--- src/rtl/cobalt_iq_pkg.sv ---
// Shared types for the integer issue queue: entry layout, default widths and
// the occupancy-width helper.
package cobalt_iq_pkg;

  localparam int DATA_W = 32;
  localparam int TAG_W  = 6;
  localparam int INST_W = 32;

  typedef struct packed {
    logic [INST_W-1:0] inst;
    logic [TAG_W-1:0]  rd_tag;
    logic [TAG_W-1:0]  rs_tag;
    logic [DATA_W-1:0] rs_data;
    logic              rs_valid;
    logic [TAG_W-1:0]  rt_tag;
    logic [DATA_W-1:0] rt_data;
    logic              rt_valid;
  } iq_entry_t;

  function automatic int occ_width(input int depth);
    return $clog2(depth + 1);
  endfunction

endpackage

--- src/rtl/iq_slot.sv ---
// One issue-queue entry: selects hold / shift-in / dispatch write / clear,
// then applies CDB wakeup to whichever entry lands in the slot.
module iq_slot
  import cobalt_iq_pkg::*;
(
  input  logic                clk,
  input  logic                rst,
  input  logic                clr,
  input  logic                wr_en,
  input  iq_entry_t           wr_entry,
  input  logic                shift_en,
  input  logic                shift_in_valid,
  input  iq_entry_t           shift_in,
  input  logic                cdb_valid,
  input  logic [TAG_W-1:0]    cdb_tag,
  input  logic [DATA_W-1:0]   cdb_data,
  output logic                valid_q,
  output iq_entry_t           entry_q
);

  logic      valid_d;
  iq_entry_t entry_d;

  always_comb begin
    valid_d = valid_q;
    entry_d = entry_q;
    // Write beats shift: a same-cycle dispatch lands on the slot vacated by the shift.
    if (clr) begin
      valid_d = 1'b0;
    end else if (wr_en) begin
      valid_d = 1'b1;
      entry_d = wr_entry;
    end else if (shift_en) begin
      valid_d = shift_in_valid;
      entry_d = shift_in;
    end
    if (valid_d && cdb_valid) begin
      if (!entry_d.rs_valid && (entry_d.rs_tag == cdb_tag)) begin
        entry_d.rs_valid = 1'b1;
        entry_d.rs_data  = cdb_data;
      end
      if (!entry_d.rt_valid && (entry_d.rt_tag == cdb_tag)) begin
        entry_d.rt_valid = 1'b1;
        entry_d.rt_data  = cdb_data;
      end
    end
  end

  always_ff @(posedge clk) begin
    if (rst) begin
      valid_q <= 1'b0;
      entry_q <= '0;
    end else begin
      valid_q <= valid_d;
      entry_q <= entry_d;
    end
  end

endmodule

--- src/rtl/issue_queue_int.sv ---
// Collapsing, age-ordered integer issue queue with CDB wakeup and oldest-ready
// select. Optional flush port and logic enabled by defining IQ_FLUSH_EN.
module issue_queue_int #(
  parameter int DEPTH  = 4,
  parameter int DATA_W = cobalt_iq_pkg::DATA_W,
  parameter int TAG_W  = cobalt_iq_pkg::TAG_W,
  parameter int INST_W = cobalt_iq_pkg::INST_W,
  localparam int OCC_W = cobalt_iq_pkg::occ_width(DEPTH)
) (
  input  logic              clk,
  input  logic              rst,
  input  logic              dispatch_en,
  input  logic [INST_W-1:0] dispatch_inst,
  input  logic [DATA_W-1:0] dispatch_rs_data,
  input  logic [DATA_W-1:0] dispatch_rt_data,
  input  logic [TAG_W-1:0]  dispatch_rs_tag,
  input  logic [TAG_W-1:0]  dispatch_rt_tag,
  input  logic              dispatch_rsvalid,
  input  logic              dispatch_rtvalid,
  input  logic [TAG_W-1:0]  dispatch_rd_tag,
  output logic              dispatch_ready,
  input  logic              cdb_valid,
  input  logic [TAG_W-1:0]  cdb_tag,
  input  logic [DATA_W-1:0] cdb_data,
  output logic              issue_valid,
  input  logic              issue_ready,
  output logic [INST_W-1:0] issue_inst,
  output logic [DATA_W-1:0] issue_rs_data,
  output logic [DATA_W-1:0] issue_rt_data,
  output logic [TAG_W-1:0]  issue_rd_tag,
`ifdef IQ_FLUSH_EN
  input  logic              flush,
`endif
  output logic [OCC_W-1:0]  occupancy
);

  import cobalt_iq_pkg::iq_entry_t;

  localparam int IDX_W = $clog2(DEPTH);

  // Handshakes: dispatch transfers when dispatch_en && dispatch_ready; issue
  // transfers when issue_valid && issue_ready; both complete at the next edge.
  logic [DEPTH-1:0] valid_q, rdy, shift_en, wr_en;
  iq_entry_t        entry_q [DEPTH];
  iq_entry_t        disp_entry;
  logic [OCC_W-1:0] count_q, count_d, wr_idx;
  logic [IDX_W-1:0] sel;
  logic             found, do_issue, do_disp, clr;

`ifdef IQ_FLUSH_EN
  assign clr = flush;
`else
  assign clr = 1'b0;
`endif

  always_comb begin
    disp_entry          = '0;
    disp_entry.inst     = dispatch_inst;
    disp_entry.rd_tag   = dispatch_rd_tag;
    disp_entry.rs_tag   = dispatch_rs_tag;
    disp_entry.rs_data  = dispatch_rs_data;
    disp_entry.rs_valid = dispatch_rsvalid;
    disp_entry.rt_tag   = dispatch_rt_tag;
    disp_entry.rt_data  = dispatch_rt_data;
    disp_entry.rt_valid = dispatch_rtvalid;
  end

  // Priority select: scanning downward leaves sel on the lowest ready slot.
  always_comb begin
    found = 1'b0;
    sel   = '0;
    for (int i = DEPTH - 1; i >= 0; i--) begin
      if (rdy[i]) begin
        found = 1'b1;
        sel   = IDX_W'(i);
      end
    end
  end

  assign issue_valid    = found && !rst && !clr;
  assign issue_inst     = entry_q[sel].inst;
  assign issue_rs_data  = entry_q[sel].rs_data;
  assign issue_rt_data  = entry_q[sel].rt_data;
  assign issue_rd_tag   = entry_q[sel].rd_tag;
  assign dispatch_ready = !rst && (count_q != OCC_W'(DEPTH));
  assign do_issue       = issue_valid && issue_ready;
  assign do_disp        = dispatch_en && dispatch_ready && !clr;
  assign wr_idx         = do_issue ? (count_q - OCC_W'(1)) : count_q;
  assign occupancy      = count_q;

  always_comb begin
    count_d = count_q;
    if (clr) begin
      count_d = '0;
    end else if (do_disp && !do_issue) begin
      count_d = count_q + OCC_W'(1);
    end else if (do_issue && !do_disp) begin
      count_d = count_q - OCC_W'(1);
    end
  end

  always_ff @(posedge clk) begin
    if (rst) begin
      count_q <= '0;
    end else begin
      count_q <= count_d;
    end
  end

  for (genvar g = 0; g < DEPTH; g++) begin : g_slot
    iq_entry_t nxt_entry;
    logic      nxt_valid;
    if (g < DEPTH - 1) begin : g_mid
      assign nxt_entry = entry_q[g+1];
      assign nxt_valid = valid_q[g+1];
    end else begin : g_last
      assign nxt_entry = '0;
      assign nxt_valid = 1'b0;
    end
    assign rdy[g]      = valid_q[g] && entry_q[g].rs_valid && entry_q[g].rt_valid;
    assign shift_en[g] = do_issue && (IDX_W'(g) >= sel);
    assign wr_en[g]    = do_disp && (wr_idx == OCC_W'(g));

    iq_slot u_slot (
      .clk            (clk),
      .rst            (rst),
      .clr            (clr),
      .wr_en          (wr_en[g]),
      .wr_entry       (disp_entry),
      .shift_en       (shift_en[g]),
      .shift_in_valid (nxt_valid),
      .shift_in       (nxt_entry),
      .cdb_valid      (cdb_valid),
      .cdb_tag        (cdb_tag),
      .cdb_data       (cdb_data),
      .valid_q        (valid_q[g]),
      .entry_q        (entry_q[g])
    );
  end

  a_no_dispatch_when_full : assert property (
    @(posedge clk) disable iff (rst) !(dispatch_en && !dispatch_ready)
  );

endmodule

--- config.mk ---
export PLATFORM = sky130hd
export DESIGN_NAME = issue_queue_int
export DESIGN_NICKNAME = d
export VERILOG_FILES = /design/src/rtl/cobalt_iq_pkg.sv /design/src/rtl/iq_slot.sv /design/src/rtl/issue_queue_int.sv
export SDC_FILE = /design/constraint.sdc
export NUM_CORES = 1
export LEC_CHECK = 0
export BUFFER_PORTS_ARGS = -buffer_cell sky130_fd_sc_hd__buf_4
export CORE_UTILIZATION = 45
export CTS_CLUSTER_SIZE = 14
export DETAILED_ROUTE_END_ITERATION = 8
export PLACE_DENSITY = 0.66
export SYNTH_ARGS = -nofsm -noshare
export SYNTH_HDL_FRONTEND = slang
export SYNTH_SLANG_ARGS = --single-unit
export TNS_END_PERCENT = 30
--- constraint.sdc ---
create_clock -name clk -period 3.2 [get_ports clk]
set_input_delay 0.64 -clock clk [delete_from_list [all_inputs] [get_ports clk]]
set_output_delay 0.64 -clock clk [all_outputs]
set_load 0.03 [all_outputs]
==> results.toml <==
[global_route]
grt_max_degree = 231
antenna_found_initial = 3
grt_pass1_vias = 25230
grt-ovfl-total = 0
grtUsageTotal = 0.2970
grt_pass1_wl_mm = 147.5

[timing]
finalSetupViolCount = 60
post-route-min-period_ns = 3.286
final.period_utilization = 1.027
worst_slew_pin_slew_ns = 1.253
fin_ws_ns = -0.08613
holdWs_ns = 0.3040
finalClockSkew_ns = 0.02239
rsz0062_at_grt = "true"
maxSlewHeadroom = 0.1646
hold_viol = 0
drv_slew = 0
fmax_ghz = 0.3043

[synthesis]
synth_seq_cells = 471
yosys.area.top_type = "dfxtp_1"
avgSynthCellArea_um2 = 8.302
yosysMostFrequentCell = "mux2i_1"
synth_top_flop_cell = "dfxtp_1"
synth_cells = 3300
synthArstFlopShare = 0
yosys_warnings = 0
synth_top_cells_by_count = "mux2i_1 (495), dfxtp_1 (471), nand2_1 (447)"
syn-num-nets = 3463
ys_types = 74
seq_area_frac_synth = 0.3442
syn_area_mm2 = 0.02740
synth_edf_count = 0
synth_area_leaders = "dfxtp_1 (34%), mux2i_1 (18%), nand2_1 (6.1%), nor2_1 (5.6%), a211oi_1 (5.4%)"
synth_top_area_frac = 0.3442

[clock_network]
h-tree-depth = 2
cts_sinks = 471
path_clk_slew_ns = 0.06
root_buffer = "clkbuf_16"
clock_latency_ns = 0.62
clk_path_buf_depth = 3
cts_tree = "yes"
holdBufCountCts = 0
numCtsBuffers = 54

[critical_path]
crit_end = "issue_rs_data[17]"
path_cells = "buf_6, and3_4, o21ai_2, buf_6, and2_4, buf_12, bufbuf_16, a211oi_1, a31oi_2, buf_4"
reg2reg_to = "g_slot[0].u_slot.entry_q[32]$_SDFF_PP0_"
worst-r2r-setup-slack_ns = 0.01
reg2reg_depth = 15
crit_path_max_fanout = 7
timing.critical_path.from = "g_slot[2].u_slot.entry_q[39]$_SDFF_PP0_"
crit_family = "buffers and inverters"
r2r_start = "g_slot[1].u_slot.entry_q[39]$_SDFF_PP0_"
cp_num_buf_inv = 5
crit_cells = 10
cpMostUsedCell = "buf_6"
worst_setup_path_end_kind = "output port"
critical_path.slowest_cell = "dfxtp_2"
crit_arrival_ns = 2.65
required_ns = 2.56
cp_slowest_stage_delay_ns = 0.36
cp-start-kind = "flop"
worstSetupPathType = "flop to output port"

[die]
die_w_um = 248.7
fp-row-count = 90
start_util = 0.4547
die_h_um = 248.7
dieArea_mm2 = 0.06187
ios = 266
coreArea_mm2 = 0.06025

[place]
dpl.hpwl_mm = 56.97
place_area_mm2 = 0.03134
post-place-ws_ns = -0.4282
io_buffers = 265
place.gp.congestion = 0.9285

[pwr]
leakage_nw = 14.93
fin_total_pwr_w = 0.01522
peakVddDrop_v = 0.0004138
p_per_area_mw_per_mm2 = 426.2

[finish]
drive_gt1_frac = 0.2570
stdcell_area_mm2 = 0.03570
diodes = 0
n_fill_cell = 5261
areaGrowthSynthToFinish_pct = 30.33
nets = 3748

[drt]
ant_nets = 0
wl_mm = 98.83
drt-initial-drc-count = 2459
drc = 0
via_count = 26790
drt_first_pass_iters = 7
via_per_inst = 6.077
wl_per_cell_um = 22.42

[run_status]
status = "complete, but fails checks"
violations = "setup timing"

[flow_run]
maxCapViolations = 0

[min_path]
min_path_type = "input port to flop"
==> per-layer routing <==
layer	track usage	vias up	wire (um)	share of wire
met5	0	-	45	0.00046
li1	-	12480	-	-
met4	0.1045	6	2962	0.030
met1	0.3941	12980	42510	0.43
met2	0.4895	1117	45970	0.47
met3	0.04462	207	7337	0.074
==> what timing repair did <==
| action | CTS | global route |
|---|---|---|
| hold endpoints to repair | 0 | 0 |
| buffers inserted | 17 | 26 |
| gates resized for setup | 96 | 203 |
| cloned | 14 | 13 |
| endpoints found under the setup margin | 288 | 340 |
| pin swaps | 20 | 65 |
==> metrics by stage <==
step,setup TNS (ns),util,std cells
2_1_floorplan,-0.1616,-,3300
3_3_place_gp,-52.58,0.5202,4243
3_5_place_dp,-59.65,0.5202,4243
4_1_cts,-3.020,0.5683,4371
5_1_grt,-16.65,0.5926,4408
6_report,-1.871,0.5926,4408
==> worst min-delay path by stage <==
stage	start	to	depth (start not counted)
5_1_grt	dispatch_inst[5]	g_slot[3].u_slot.entry_q[89]$_SDFFE_PP0P_	3
4_1_cts	dispatch_inst[14]	g_slot[3].u_slot.entry_q[98]$_SDFFE_PP0P_	3
2_1_floorplan	g_slot[0].u_slot.entry_q[100]$_SDFFE_PP0P_	g_slot[0].u_slot.entry_q[100]$_SDFFE_PP0P_	2
6_report	dispatch_inst[10]	g_slot[3].u_slot.entry_q[94]$_SDFFE_PP0P_	3
3_5_place_dp	g_slot[0].u_slot.entry_q[81]$_SDFFE_PP0P_	g_slot[0].u_slot.entry_q[81]$_SDFFE_PP0P_	2
3_3_place_gp	g_slot[0].u_slot.entry_q[103]$_SDFFE_PP0P_	g_slot[0].u_slot.entry_q[103]$_SDFFE_PP0P_	2
==> cell usage in the layout, fill, tap and decap left out, types with 38 or more instances in the layout <==
cell type	netlist	layout
dfxtp_1	471	461
a211oi_1	198	150
buf_12	0	43
a22oi_1	106	106
a211o_1	130	130
a211oi_2	0	46
buf_4	11	429
mux2i_1	495	485
a311oi_1	43	43
a31oi_1	110	71
nand2b_1	39	38
clkbuf_16	0	67
buf_6	3	64
nand2_1	447	434
nor2_1	408	405
a311o_1	64	64
or2_2	70	70
and2_1	107	104
==> cells by family (layout without fill, tap and decap cells) <==
| logic type | count (synthesis) | after routing | synth area share |
|---|---|---|---|
| buf+inv | 365 | 689 | 0.05357 |
| simple gates | 1163 | 1165 | 0.1892 |
| flops | 471 | 471 | 0.3442 |
| compound gates | 754 | 754 | 0.2136 |
| xor+xnor | 34 | 34 | 0.01087 |
| fa+ha+maj | 4 | 4 | 0.001827 |
| mux | 509 | 509 | 0.1867 |
==> area by class of cell <==
type                    count  area (um2)  area share
multi-input cells        2466       17600      0.4931
clock inverters            22       232.7    0.006518
flip-flops and latches    471        9447      0.2646
repair buffers            575        5773      0.1617
inverters                  17       66.31    0.001857
well taps                 782       978.4     0.02740
clock buffers              75        1603     0.04489
==> tightest hold or removal path: cells and delay by family <==
kind / cells / cell delay, ns
buf+inv: 1 / 0.10
simple gates: 1 / 0.07
compound gates: 1 / 0.06
==> flip-flops by register name (all words and copies together), names as in the netlist <==
register               count
g_slot.u_slot.entry_q    464
occupancy                  3
g_slot.u_slot.valid_q      4
==> report_power, final <==
group	internal (W)	total [W]	switching (W)	leakage, nW
clock	0.00381	0.00647	0.00266	0.908
combinational	0.00107	0.00248	0.00141	10.2
sequential	0.00611	0.00626	0.000148	3.82
Note: power is estimated with default switching activity, not from simulation.
